**config.mk**
```make
export PLATFORM = sky130hd
export DESIGN_NAME = uniform_reject_sampler
export DESIGN_NICKNAME = d
export VERILOG_FILES = /design/src/rtl/uniform_reject_sampler.sv
export SDC_FILE = /design/constraint.sdc
export NUM_CORES = 1
export LEC_CHECK = 0
export CORE_MARGIN = 1.5
export CORE_UTILIZATION = 47
export CTS_CLUSTER_DIAMETER = 60
export CTS_CLUSTER_SIZE = 14
export DETAILED_ROUTE_END_ITERATION = 6
export GPL_TIMING_DRIVEN = 0
export PLACE_DENSITY = 0.72
export SETUP_SLACK_MARGIN = 0.3
export SYNTH_ARGS = -nofsm -noshare
export SYNTH_HDL_FRONTEND = slang
export SYNTH_SLANG_ARGS = --single-unit
```
**constraint.sdc**
```tcl
create_clock -name clk -period 3 [get_ports clk]
set_input_delay 0.45 -clock clk [delete_from_list [all_inputs] [get_ports clk]]
set_output_delay 0.45 -clock clk [all_outputs]
set_load 0.01 [all_outputs]
```
**src/rtl/uniform_reject_sampler.sv**
```systemverilog
// Rejection sampler: splits 64-bit PRNG words into COEFF_W-bit chunks, keeps
// those below Q, and streams them out through a small FIFO until N_COEFFS are produced.
module uniform_reject_sampler #(
  parameter int                 COEFF_W    = 30,
  parameter logic [COEFF_W-1:0] Q          = 30'd1073479681,
  parameter int                 N_COEFFS   = 4096,
  parameter int                 FIFO_DEPTH = 4
) (
  input  logic               clk,
  input  logic               rst_n,
  input  logic               start,
  input  logic [63:0]        random_in,
  input  logic               random_valid,
  output logic               random_ready,
  output logic [COEFF_W-1:0] coeff_out,
  output logic               coeff_valid,
  input  logic               coeff_ready,
  output logic               busy,
  output logic               done
);
  localparam int K  = 64 / COEFF_W;
  localparam int KW = K * COEFF_W;
  localparam int IW = (K > 1) ? $clog2(K) : 1;
  localparam int CW = $clog2(N_COEFFS + 1);
  localparam int AW = (FIFO_DEPTH > 1) ? $clog2(FIFO_DEPTH) : 1;
  localparam logic [IW-1:0] IDX_LAST = IW'(K - 1);
  localparam logic [CW-1:0] CNT_LAST = CW'(N_COEFFS - 1);
  localparam logic [AW:0]   DEPTH    = (AW+1)'(FIFO_DEPTH);
  localparam logic [AW-1:0] PTR_LAST = AW'(FIFO_DEPTH - 1);

  typedef enum logic [1:0] {IDLE, LOAD, SPLIT, DRAIN} state_t;

  state_t                      state, state_nxt;
  logic [KW-1:0]               word;
  logic [K-1:0][COEFF_W-1:0]   chunks;
  logic [IW-1:0]               idx;
  logic [CW-1:0]               cnt;
  logic [COEFF_W-1:0]          mem [FIFO_DEPTH];
  logic [AW-1:0]               wr_ptr, rd_ptr;
  logic [AW:0]                 fill;
  logic full, empty, accept, take, pop, push, advance, last_push;

  // Bits above K*COEFF_W never reach the datapath.
  generate
    if (KW < 64) begin : g_unused
      logic unused_hi;
      assign unused_hi = ^random_in[63:KW];
    end
  endgenerate

  function automatic logic [AW-1:0] ptr_inc(input logic [AW-1:0] p);
    return (p == PTR_LAST) ? '0 : p + 1'b1;
  endfunction

  assign chunks    = word;
  assign accept    = chunks[idx] < Q;
  assign full      = (fill == DEPTH);
  assign empty     = (fill == '0);
  assign take      = random_valid & random_ready;
  assign pop       = coeff_valid & coeff_ready;
  assign last_push = (cnt == CNT_LAST);

  always_ff @(posedge clk or negedge rst_n) begin
    if (!rst_n) state <= IDLE;
    else        state <= state_nxt;
  end

  always_comb begin
    state_nxt = state;
    case (state)
      IDLE:  if (start) state_nxt = LOAD;
      LOAD:  if (take)  state_nxt = SPLIT;
      SPLIT: begin
        if (push && last_push)               state_nxt = DRAIN;
        else if (advance && idx == IDX_LAST) state_nxt = LOAD;
      end
      DRAIN: if (empty) state_nxt = IDLE;
      default: state_nxt = IDLE;
    endcase
  end

  // Rejected chunks advance even when full; only accepted ones wait for space.
  always_comb begin
    random_ready = 1'b0;
    busy         = 1'b1;
    done         = 1'b0;
    push         = 1'b0;
    advance      = 1'b0;
    case (state)
      IDLE:  busy = 1'b0;
      LOAD:  random_ready = 1'b1;
      SPLIT: begin
        push    = accept & ~full;
        advance = ~accept | ~full;
      end
      DRAIN: done = empty;
      default: ;
    endcase
  end

  always_ff @(posedge clk or negedge rst_n) begin
    if (!rst_n) begin
      word <= '0;
      idx  <= '0;
      cnt  <= '0;
    end else begin
      if (state == IDLE && start) begin
        cnt <= '0;
        idx <= '0;
      end
      if (take) word <= random_in[KW-1:0];
      if (push) cnt  <= cnt + 1'b1;
      if (advance) idx <= (idx == IDX_LAST || (push && last_push)) ? '0 : idx + 1'b1;
    end
  end

  always_ff @(posedge clk or negedge rst_n) begin
    if (!rst_n) begin
      wr_ptr <= '0;
      rd_ptr <= '0;
      fill   <= '0;
    end else begin
      if (push) wr_ptr <= ptr_inc(wr_ptr);
      if (pop)  rd_ptr <= ptr_inc(rd_ptr);
      case ({push, pop})
        2'b10:   fill <= fill + 1'b1;
        2'b01:   fill <= fill - 1'b1;
        default: ;
      endcase
    end
  end

  always_ff @(posedge clk) begin
    if (push) mem[wr_ptr] <= chunks[idx];
  end

  // Storage is not reset, so the head is masked while empty.
  assign coeff_valid = ~empty;
  assign coeff_out   = empty ? '0 : mem[rd_ptr];

endmodule

```
=== Yosys cells after proc, flatten, opt, wreduce, memory -nomap -nowiden ===
Memory sizes are Yosys's and may differ from the RTL's.
Cells that the tools add are included.

* Bits of input ports: 69
* RAM bits: 120
* Bits in registers: 83
* Bits in read-only memories: 0
* Memories: 1
* Logic and storage cells: 70
* Latch bits: 0
* Output and inout port bits: 34

{| class="wikitable"
|+ Memories
! memory !! depth !! width !! read ports !! clocked after memory_dff !! write ports !! RTL line !! RTL
|-
| mem || 4 || 30 || 1 || 0 || 1 || 38 || <nowiki>logic [COEFF_W-1:0] mem [FIFO_DEPTH];</nowiki>
|}

* Bitwise operators: 7
* Add/sub/neg operators: 6
* $mul: 0
* Reduce and logical (&&, ||, !) cells: 10
* Magnitude comparators: 2
* Equality and inequality tests: 13
* Divide/modulo/power cells: 0
* Multiplexer cells: 24
* Shift operators: 0

{| class="wikitable"
|+ Operators by type and width
! kind !! count
|-
| 30-bit two-way mux || 3
|-
| 30-bit less-than comparator (second input constant) || 1
|-
| 13-bit two-way mux || 2
|-
| 2-bit two-way mux || 7
|-
| 13-bit by 1-bit adder with 13-bit output (second input constant) || 1
|-
| 13-bit by 12-bit == test with 1-bit output (second input constant) || 1
|-
| 2-bit == test (second input constant) || 5
|-
| 1-bit two-way mux || 10
|-
| 2-bit case mux with 4 select lines || 1
|-
| 2-bit != test (second input constant) || 3
|-
| 3-bit case mux with 2 select lines || 1
|-
| 2-bit nonzero test || 3
|-
| 2-bit by 1-bit adder with 2-bit output (second input constant) || 2
|-
| 2-bit by 1-bit == test with 1-bit output (second input constant) || 2
|-
| 4-bit AND reduction || 1
|-
| 3-bit by 1-bit adder with 3-bit output (second input constant) || 1
|-
| 1-bit bitwise AND || 3
|-
| 3-bit == test (second input constant) || 1
|-
| 1-bit logical AND || 3
|-
| 3-bit logical NOT || 1
|-
| 3-bit != test (second input constant) || 1
|-
| 1-bit NOT || 3
|-
| 3-bit by 1-bit subtractor with 3-bit output (second input constant) || 1
|-
| 2-bit logical NOT || 1
|-
| other kinds (4) || 4
|}

=== Depth between registers and ports, before layout ===
* Depth after elaboration: 10
* Depth in mapped cells: 12
* Mapped depth without buffers: 11

=== Least setup slack after synthesis ===
Ideal clock, no wire load.

* Path type: reg-to-reg
* Start: reg idx
* End: mem mem[3][0] (enable)
* Period minus slack after synthesis: 2.871 ns
* Data required time: 2.610 ns
* Stages on the path, launching flop included: 7
* Arrival time: 2.481 ns
* Setup slack: 0.129 ns
* Buffers on the path: 1
* Setup time: 0.390 ns
* Cells stage by stage: dfrtp_1 nor4_2 nand3_1 a221o_1 a21oi_4 clkbuf_1 and2_1

* Longest elaborated chain between the ends: 7

{| class="wikitable"
|+ RTL lines
! element !! RTL line !! RTL
|-
| from (decl) || 36 || <nowiki>logic [IW-1:0] idx;</nowiki>
|-
| from (signal assigned) || 113 || <nowiki>if (advance) idx <= (idx == IDX_LAST || (push && last_push)) ? '0 : idx + 1'b1;</nowiki>
|-
| 30-bit two-way mux (implied by the code) (2 in a row) || 56 || <nowiki>assign accept = chunks[idx] < Q;</nowiki>
|-
| 30-bit less-than comparator || 56 ||
|-
| 1-bit bitwise AND || 93 || <nowiki>push = accept & ~full;</nowiki>
|-
| 1-bit two-way mux || 89 || <nowiki>case (state)</nowiki>
|-
| 1-bit two-way mux || 134 || <nowiki>if (push) mem[wr_ptr] <= chunks[idx];</nowiki>
|-
| 1-bit two-way mux (implied by the code) || 134 ||
|-
| to (decl) || 38 ||
|}

Every way passes these cells. The select of a mux whose other input is x is not followed.

=== Worst setup path after layout ===
* Start: reg idx
* End: reg fill[2]

* Longest elaborated chain between the ends: 7
* Elaborated cells on any way between the ends: 9
* Those cells by class: order compare: 1; eq/ne: 2; mux: 4; bitwise: 1; reduce/logical: 1

{| class="wikitable"
|+ RTL lines
! element !! RTL line !! RTL
|-
| 30-bit two-way mux (implied by the code) * (2 in a row) || 56 ||
|-
| 30-bit less-than comparator * || 56 ||
|-
| 1-bit bitwise AND * || 93 ||
|-
| 1-bit two-way mux * || 89 ||
|-
| 2-bit by 1-bit == test with 1-bit output / 2-bit == test (equally long branches) || 125 || <nowiki>case ({push, pop})</nowiki>
|-
| 3-bit case mux with 2 select lines / 2-bit nonzero test (equally long branches) || - ||
|-
| to (signal assigned) || 126 || <nowiki>2'b10: fill <= fill + 1'b1;</nowiki>
|-
| to (signal assigned) || 127 || <nowiki>2'b01: fill <= fill - 1'b1;</nowiki>
|-
| to (decl) || 40 || <nowiki>logic [AW:0] fill;</nowiki>
|}

Every way passes the cells marked *; elsewhere a longest branch is shown, timed or not. The select of a mux whose other input is x is not followed.
A chain may end at the register's enable or synchronous reset.

==> results by group <==
Run status
  • Status: complete, no violations

Floorplanning
  • Die area: 0.0191 mm2
  • Die W: 138 um
  • Die Height: 138 um
  • FP Rows: 49
  • Core ar.: 0.0179 mm2
  • I/O pins: 103
  • Initial core utilization: 0.479

Timing
  • Setup TNS: 0 ns
  • F_max: 361 MHz
  • Max-Slew Margin vs Limit: 0.463
  • Final period util: 0.924
  • RSZ-0062 raised after global routing: true
  • Hold WS: 0.414 ns
  • Slew @ Worst Pin: 0.806 ns
  • Tmin final: 2.77 ns
  • Final Hold Vio Count: 0
  • Final worst setup slack: 0.227 ns
  • Setup-failing EPs final: 0
  • Final-report max-slew violation count: 0
  • Skew final: 0.0118 ns

Setup path
  • CP Launch Type: register
  • Crit-path max FO: 7
  • CP Data Required Time: 3.38 ns
  • Worst setup EP type: register
  • Crit Path Class: register to register
  • CP arrival: 3.16 ns

Pwr
  • Pwr Density: 1040 mW/mm2
  • Peak VDD IR: 0.449 mV
  • Leakage: 4.22 nW

Cells and area
  • Antenna cell count: 0
  • Fillers: 1336
  • Nets@finish: 764
  • Layout area overhead: 28.9%
  • Area occupied by multi-input gates: 0.00289 mm2
  • Register area: 0.00568 mm2
  • Layout cells sized above 1: 0.314

Routing
  • DRT Pass-1 Iters: 6
  • DR WL/cell: 21.6 um
  • Post-DR vias/cell: 5.67
  • Drt total wl: 20000 um
  • Post-route DRC: 0
  • Post-route ant nets: 0
  • DR vias: 5251
  • First DRT Iteration DRCs: 391

Synthesis
  • FFs w/ async S/R, synth: 0.409
  • Most common library cells after synthesis: edfxtp_1, mux2_2, dfrtp_1, and2_1, mux4_2
  • Area contributors post-synth: edfxtp_1, dfrtp_1, mux2_2
  • Avg Inst Size Synth: 16.4 um2
  • Post-synthesis cell count: 522
  • Post-synthesis sequential area ratio: 0.662
  • Yosys reg bits: 203
  • Post-synth top area share: 0.420
  • Syn Nets: 599
  • Yosys warns: 0
  • Synth cell types: 44
  • Area leader, netlist: edfxtp_1
  • Top FF cell, synth: edfxtp_1
  • Most common cell in the netlist: edfxtp_1
  • EDFF count, synth: 120
  • Synth Cell Area: 0.00858 mm2

GRT
  • GRT overflow: 0
  • Total GRT Usage: 0.213
  • First-pass GRT wire length: 31500 um
  • Initial antenna violation count: 0
  • Number of global-route vias before repair: 5572
  • Largest net degree at the start of global routing: 63

Placement
  • Hpwl dp: 12300 um
  • Setup WS pre-CTS: -0.410 ns
  • Global placement routability congestion: 0.810
  • IO Port Bufs: 98

Job
  • Maxcap violations: 0

CTS
  • Clk_lat worst skew: 0.48 ns
  • CTS tree: done
  • CTS Buf Count: 18
  • CTS clock-pin slew for the worst setup and hold paths: 0.07 ns
  • Max Root-Sink Buffers: 3
  • H-tree depth: 1
  • CTS root buffer: clkbuf_16
  • Clk sinks: 203

Min path
  • Worst Hold Class: input pin to asynchronous set/reset pin
layout by cell type (no fill, tap or decap), types with 2 or more instances in the layout:
master,netlist,layout
nand4_1,4,4
nor4_4,0,2
mux4_2,30,30
nor4_1,8,6
nand2b_1,2,2
nor2_1,8,8
buf_1,13,9
inv_1,12,11
o21ai_0,8,8
a21o_1,7,7
clkdlybuf4s50_1,0,67
edfxtp_1,120,120
clkbuf_1,7,10
and2_4,0,11
mux2i_1,6,6
o31ai_1,2,2
a31oi_1,2,2
ha_1,7,6
nand3_1,13,13
and2_1,35,29
and3_1,10,10
clkdlybuf4s15_1,0,6
clkbuf_16,0,19
nor2b_1,3,2
a21oi_1,3,3
or3_1,2,2
clkbuf_2,0,5
nor3_1,7,6
buf_12,0,16
nand2_1,17,17
dfrtp_1,83,82
and2b_1,2,2
dlygate4sd2_1,0,23
buf_4,0,28
buf_8,0,2
xor2_1,2,2
mux2_2,90,90
a211o_1,2,2
final timing paths:
check	from	endpoint	slack (ns)	depth (start not counted)
setup / recovery	idx	fill[2]	0.23	13
hold / removal	rst_n	chunks[24]	0.41	2
setup reg to reg	idx	fill[2]	0.23	13
hold reg to reg	chunks[29]	chunks[29]	0.50	1
max in group asynchronous	rst_n	chunks[15]	1.94	3
min in group clk	chunks[29]	chunks[29]	0.50	1
critical path: stages, from the launching register on:
cell and delay, ns:
dfrtp_2 0.49, and2b_1 0.25, nand4_1 0.15, a222oi_1 0.35, buf_4 0.20, a21oi_4 0.07, inv_4 0.07, buf_8 0.11
ha_4 0.13, inv_2 0.04, fa_2 0.34, xor2_1 0.15, nor2_1 0.13, xor2_1 0.21
logic make-up (layout without fill, tap and decap cells):
| family | Yosys count | after routing | share of synthesized area |
|---|---|---|---|
| flops | 203 | 203 | 0.662 |
| mux | 126 | 126 | 0.204 |
| simple gates | 115 | 121 | 0.0761 |
| buf+inv | 35 | 204 | 0.0159 |
| compound gates | 32 | 32 | 0.0264 |
| fa+ha+maj | 8 | 8 | 0.0125 |
| xor+xnor | 3 | 3 | 0.00306 |
sequential cells by signal (all words and copies together) (netlist names):
register and count:
mem 120, chunks 60, cnt 13, fill 3, rd_ptr 2, state 2
wr_ptr 2, idx 1
per-layer routing:
layer,track usage,share of wire,vias up
li1,-,-,2330
met5,0,0,-
met1,0.276,0.41,2665
met2,0.368,0.51,204
met4,0.0715,0.030,0
met3,0.0322,0.053,52
area by class of cell:
| cell class | instances | area share |
|---|---|---|
| buffer | 22 | 0.0155 |
| clock buffer | 28 | 0.0460 |
| clock inverter | 2 | 0.00317 |
| inverter | 13 | 0.00464 |
| multi-input combinational | 290 | 0.261 |
| sequential | 203 | 0.514 |
| tap | 229 | 0.0259 |
| timing repair buffer | 139 | 0.130 |
repair_timing:
item	in CTS	in global routing
gates cloned	6	0
hold buffers	1	0
pin swaps	12	6
setup endpoints to repair	154	123
resized for setup	81	17
hold endpoints to repair	21	0
buffers inserted	29	10
metrics by stage:
stage	power [mW]	util	instance area (um2)	cells
after floorplan	7.20	-	8590	522
after global placement	8.64	0.550	9850	849
after detailed placement	8.85	0.552	9880	850
after CTS	11.4	0.611	10900	916
after global routing	12.1	0.618	11100	926
final	11.5	0.618	11100	926
power breakdown:
part	switching (mW)	internal [mW]	leakage, nW
Clock	0.956	1.25	0.263
Sequential	0.565	4.16	2.09
Combinational	2.11	2.45	1.87
(Power assumes the default switching activity.)
